[config.mk]
export PLATFORM = sky130hd
export DESIGN_NAME = alu_share_arbiter
export DESIGN_NICKNAME = d
export VERILOG_FILES = /design/src/rtl/alu_share_arbiter_pkg.sv /design/src/rtl/alu_share_arbiter_rr_pick2.sv /design/src/rtl/alu_share_arbiter.sv
export SDC_FILE = /design/constraint.sdc
export NUM_CORES = 1
export LEC_CHECK = 0
export CAP_MARGIN = 20
export CORE_MARGIN = 3
export CORE_UTILIZATION = 38
export DETAILED_ROUTE_END_ITERATION = 10
export GPL_TIMING_DRIVEN = 0
export PLACE_DENSITY = 0.76
export SLEW_MARGIN = 25
export SYNTH_ARGS = -nofsm -noshare
export SYNTH_HDL_FRONTEND = slang
export SYNTH_SLANG_ARGS = --single-unit
[constraint.sdc]
create_clock -name clk -period 1.4 [get_ports clk]
set_clock_uncertainty 0.1 [all_clocks]
set_input_delay 0.28 -clock clk [delete_from_list [all_inputs] [get_ports clk]]
set_output_delay 0.28 -clock clk [all_outputs]
set_load 0.01 [all_outputs]
[src/rtl/alu_share_arbiter_pkg.sv]
// Shared definitions for the ALU share arbiter: FSM state encodings,
// ALU op-code constants and the default op-code width.
package alu_share_arbiter_pkg;

    localparam int OPW_DEF = 3;

    typedef enum logic [1:0] {
        IDLE = 2'd0,
        EXEC = 2'd1,
        RESP = 2'd2
    } arb_state_t;

    localparam logic [OPW_DEF-1:0] OP_ADD = 3'd0;
    localparam logic [OPW_DEF-1:0] OP_SUB = 3'd1;
    localparam logic [OPW_DEF-1:0] OP_AND = 3'd2;
    localparam logic [OPW_DEF-1:0] OP_OR  = 3'd3;
    localparam logic [OPW_DEF-1:0] OP_XOR = 3'd4;
    localparam logic [OPW_DEF-1:0] OP_SLL = 3'd5;
    localparam logic [OPW_DEF-1:0] OP_SRL = 3'd6;
    localparam logic [OPW_DEF-1:0] OP_SLT = 3'd7;

endpackage

[src/rtl/alu_share_arbiter_rr_pick2.sv]
// Combinational 2-way round-robin picker.
//   req0, req1 : request lines
//   last       : requester served most recently (0 = R0, 1 = R1)
//   win        : chosen requester (valid when any = 1)
//   any        : at least one request present
module rr_pick2 (
    input  logic req0,
    input  logic req1,
    input  logic last,
    output logic win,
    output logic any
);

    // On a tie, pick whichever requester was not served last.
    assign win = (req0 && req1) ? ~last : req1;
    assign any = req0 | req1;

endmodule

[src/rtl/alu_share_arbiter.sv]
// Shares one ALU between two requesters with round-robin arbitration.
// Drives the operand mux select and a registered op-code, waits ALU_LAT
// cycles, captures the ALU result and pulses done to the winner.
//   clk, rst_n      : clock, async active-low reset
//   req0/op0        : R0 request and op-code
//   req1/op1        : R1 request and op-code
//   alu_r           : ALU result input
//   sel, alu_op     : operand mux select, registered op-code to the ALU
//   gnt0, gnt1      : one-cycle grant pulses
//   result          : captured ALU result, held until next capture
//   done0, done1    : one-cycle result-ready pulses
//   busy            : high whenever the FSM is not IDLE
//
// state | meaning
// IDLE  | waiting for a request; sel/alu_op hold the last grant
// EXEC  | operation in flight, cnt counts down the ALU latency
// RESP  | result captured, done of the winner is high this cycle
module alu_share_arbiter
    import alu_share_arbiter_pkg::*;
#(
    parameter int WIDTH   = 32,
    parameter int OPW     = OPW_DEF,
    parameter int ALU_LAT = 1
) (
    input  logic             clk,
    input  logic             rst_n,
    input  logic             req0,
    input  logic [OPW-1:0]   op0,
    input  logic             req1,
    input  logic [OPW-1:0]   op1,
    input  logic [WIDTH-1:0] alu_r,
    output logic             sel,
    output logic [OPW-1:0]   alu_op,
    output logic             gnt0,
    output logic             gnt1,
    output logic [WIDTH-1:0] result,
    output logic             done0,
    output logic             done1,
    output logic             busy
);

    if (ALU_LAT < 1 || ALU_LAT > 15) begin : g_bad_lat
        $error("alu_share_arbiter: ALU_LAT must be in 1..15");
    end

    localparam logic [3:0] LAT_CNT = 4'(ALU_LAT);

    arb_state_t       state, state_nxt;
    logic [3:0]       cnt, cnt_nxt;
    logic             last, last_nxt;
    logic             sel_nxt;
    logic [OPW-1:0]   op_nxt;
    logic [WIDTH-1:0] result_nxt;
    logic             gnt0_nxt, gnt1_nxt, done0_nxt, done1_nxt;
    logic             win, any;

    rr_pick2 u_pick (
        .req0 (req0),
        .req1 (req1),
        .last (last),
        .win  (win),
        .any  (any)
    );

    always_comb begin
        state_nxt  = state;
        cnt_nxt    = cnt;
        last_nxt   = last;
        sel_nxt    = sel;
        op_nxt     = alu_op;
        result_nxt = result;
        gnt0_nxt   = 1'b0;
        gnt1_nxt   = 1'b0;
        done0_nxt  = 1'b0;
        done1_nxt  = 1'b0;
        case (state)
            IDLE: begin
                if (any) begin
                    sel_nxt   = win;
                    op_nxt    = win ? op1 : op0;
                    last_nxt  = win;
                    gnt0_nxt  = ~win;
                    gnt1_nxt  = win;
                    cnt_nxt   = LAT_CNT;
                    state_nxt = EXEC;
                end
            end
            EXEC: begin
                cnt_nxt = cnt - 4'd1;
                if (cnt == 4'd1) begin
                    result_nxt = alu_r;
                    // last already names the requester that owns this op
                    done0_nxt  = ~last;
                    done1_nxt  = last;
                    state_nxt  = RESP;
                end
            end
            RESP:    state_nxt = IDLE;
            default: state_nxt = IDLE;
        endcase
    end

    always_ff @(posedge clk or negedge rst_n) begin
        if (!rst_n) begin
            state  <= IDLE;
            cnt    <= 4'd0;
            last   <= 1'b1;
            sel    <= 1'b0;
            alu_op <= '0;
            result <= '0;
            gnt0   <= 1'b0;
            gnt1   <= 1'b0;
            done0  <= 1'b0;
            done1  <= 1'b0;
        end else begin
            state  <= state_nxt;
            cnt    <= cnt_nxt;
            last   <= last_nxt;
            sel    <= sel_nxt;
            alu_op <= op_nxt;
            result <= result_nxt;
            gnt0   <= gnt0_nxt;
            gnt1   <= gnt1_nxt;
            done0  <= done0_nxt;
            done1  <= done1_nxt;
        end
    end

    assign busy = (state != IDLE);

endmodule

==> results.toml <==
[yosys]
synth_cell_types = 24
ys_warn_count = 0
synthSimpleGateAreaFrac_pct = 4.53
netlist_instances = 121
synthFlopType = "dfrtp_1"
seq_area_frac_synth_pct = 60.1
synth_top_family_by_area = "multiplexers"
synth_xor_area_share_pct = 0
synth-compound-area-share_pct = 3.45
synth-edff-count = 0
syn_area_um2 = 1960
ys_ff_latch = 47
async_flop_share_pct = 100
synthAdderAreaFrac_pct = 1.28
synth.area.mux_share_pct = 28.2
syn_area_per_cell_um2 = 16.2
synth_nets = 165

[sta]
timing.hold.ws_ns = 0.214
post-route-min-period_ns = 1.64
period_share_pct = 117
finalHoldViolCount = 0
rsz0062_at_grt = "yes"
slew-limit-headroom_pct = 75.2
setup_viol = 34
drv_slew = 0
tightest_slew_ns = 0.368
worst_slack_ns = -0.236
max_clock_freq_mhz = 611

[power_and_ir_drop]
p_total_mw = 6.85
peakVddDrop_v = 0.00122
leakage_nw = 1.54
p_per_area_nw_per_um2 = 2200

[clock_network]
tritoncts = "done"
path_clk_slew_ns = 0.09
root_buffer = "clkbuf_8"
htreeDepth = 2
insertion_delay_ns = 0.30
cts_made_buffers = 5
cts.sinks = 47
clockBufferDepth = 2

[outcome]
violations = "setup timing"
outcome = "finished with violations"

[min_path]
hp-class = "in2reg"

[finish]
final_common_cell = "dfrtp_1"
drive_gt1_share_pct = 32.4
fillers = 389
syn_to_final_growth_pct = 58.8
mostFrequentLayoutCells = "46 x dfrtp_1, 38 x clkdlybuf4s50_1, 37 x dlygate4sd2_1"
n_antenna_cell = 0
nets = 268

[global_routing]
grt_start_max_net_pins = 23
overflow = 0
grt_usage_pct = 14.4
grt_pass1_wl_um = 6740
antenna_found_initial = 0
grt_pass1_vias = 1400

[routing]
via_count = 1318
wl_per_cell_um = 14.3
drc = 0
drtIter0Drc = 23
drtPass1Iterations = 4
routed_wl_um = 4180
vias_per_cell = 4.51
ant_nets = 0

[critical_path]
path_class = "reg2reg"
startpoint_type = "flop"
crit_required_ns = 1.49
critPathArrivalTime_ns = 1.73
cp_max_fo = 10
worstSetupEndpointType = "flop"

[die]
pin_count = 83
dieArea_um2 = 6060
die-height_um = 77.8
start_util_pct = 40.4
die_x_um = 77.8
coreArea_um2 = 4850
std_cell_rows = 25

[placed_design]
portBuffers = 82
dpl.hpwl_um = 3030
gp_congestion = 0.795

[run]
maxCapViolations = 0
## synthesized netlist by cell type (2+ instances only)
library cell | instances | area [um^2]
a21oi_1 | 2 | 10.0
buf_6 | 3 | 33.8
dfrtp_1 | 46 | 1150
ha_1 | 2 | 25.0
inv_1 | 4 | 15.0
mux2_2 | 10 | 113
mux2_4 | 28 | 420
mux2i_1 | 2 | 20.0
nor2_1 | 6 | 22.5
o21ai_0 | 4 | 20.0
## flip-flops by register name, indices dropped and copies added (netlist names)
signal,flops
state,2
gnt1,1
cnt,4
done0,1
done1,1
alu_op,3
result,32
gnt0,1
sel,1
last,1
## critical path, stage by stage (launching register included)
cell and delay [ns]:
dfrtp_1 0.40, inv_2 0.08, ha_4 0.12, nor3b_4 0.23, nand2_4 0.13, buf_6 0.18
mux2_4 0.30
## worst paths after layout
| check | startpoint | endpoint | slack, ns | depth (start not counted) |
|---|---|---|---|---|
| max | cnt[1]$_DFFE_PN0P_ | result[22]$_DFFE_PN0P_ | -0.24 | 6 |
| min | req0 | last$_DFFE_PN1P_ | 0.21 | 2 |
| max reg2reg | cnt[1]$_DFFE_PN0P_ | result[22]$_DFFE_PN0P_ | -0.24 | 6 |
| min reg2reg | sel$_DFFE_PN0P_ | sel$_DFFE_PN0P_ | 0.39 | 1 |
| max in group asynchronous | rst_n | last$_DFFE_PN1P_ | 0.29 | 4 |
| min in group asynchronous | rst_n | sel$_DFFE_PN0P_ | 0.28 | 2 |
## kinds of logic after synthesis
group,after synthesis
simple gates,14
flops,47
buf+inv,7
compound gates,11
mux,40
fa+ha+maj,2
## report_power, final
group | switching [mW] | internal (mW)
combinational | 1.39 | 2.20
sequential | 0.385 | 2.05
clock | 0.467 | 0.357
total | 2.24 | 4.61
## layer usage
metal	routed length, um	global-route usage (%)	up-vias
met4	73	5.87	0
met3	314	4.99	9
met2	1990	23.1	54
met1	1790	17.6	627
met5	0	0	-
li1	-	-	628
## repair_timing
item / CTS / global route
hold buffers: 1 / 0
buffers inserted: 6 / 6
pin swaps: 1 / 2
endpoints found under the setup margin: 78 / 46
resized for setup: 51 / 14
hold endpoints to repair: 12 / 0
## stage by stage
step	instances	setup slack, ns	instance area [um^2]	TNS (ns)	util [%]
after global placement	270	-1.36	2870	-74.57	59.1
after CTS	287	-0.248	3060	-7.51	63.0
final	292	-0.236	3110	-7.08	64.2
after floorplan	121	-0.175	1960	-4.85	-
after detailed placement	272	-0.532	2920	-11.42	60.1
after global routing	292	-0.314	3110	-9.86	64.2
## final cells by class
type                       instances  area [um^2]  share of cell area [%]
inverter                           4         15.0                   0.482
timing repair buffer              96          927                    29.8
tap                               67         83.8                    2.69
buffer                             3         51.3                    1.65
multi-input combinational         67          766                    24.6
clock inverter                     3         23.8                   0.764
clock buffer                       5         68.8                    2.21
sequential                        47         1180                    37.8
(Power assumes the default switching activity.)
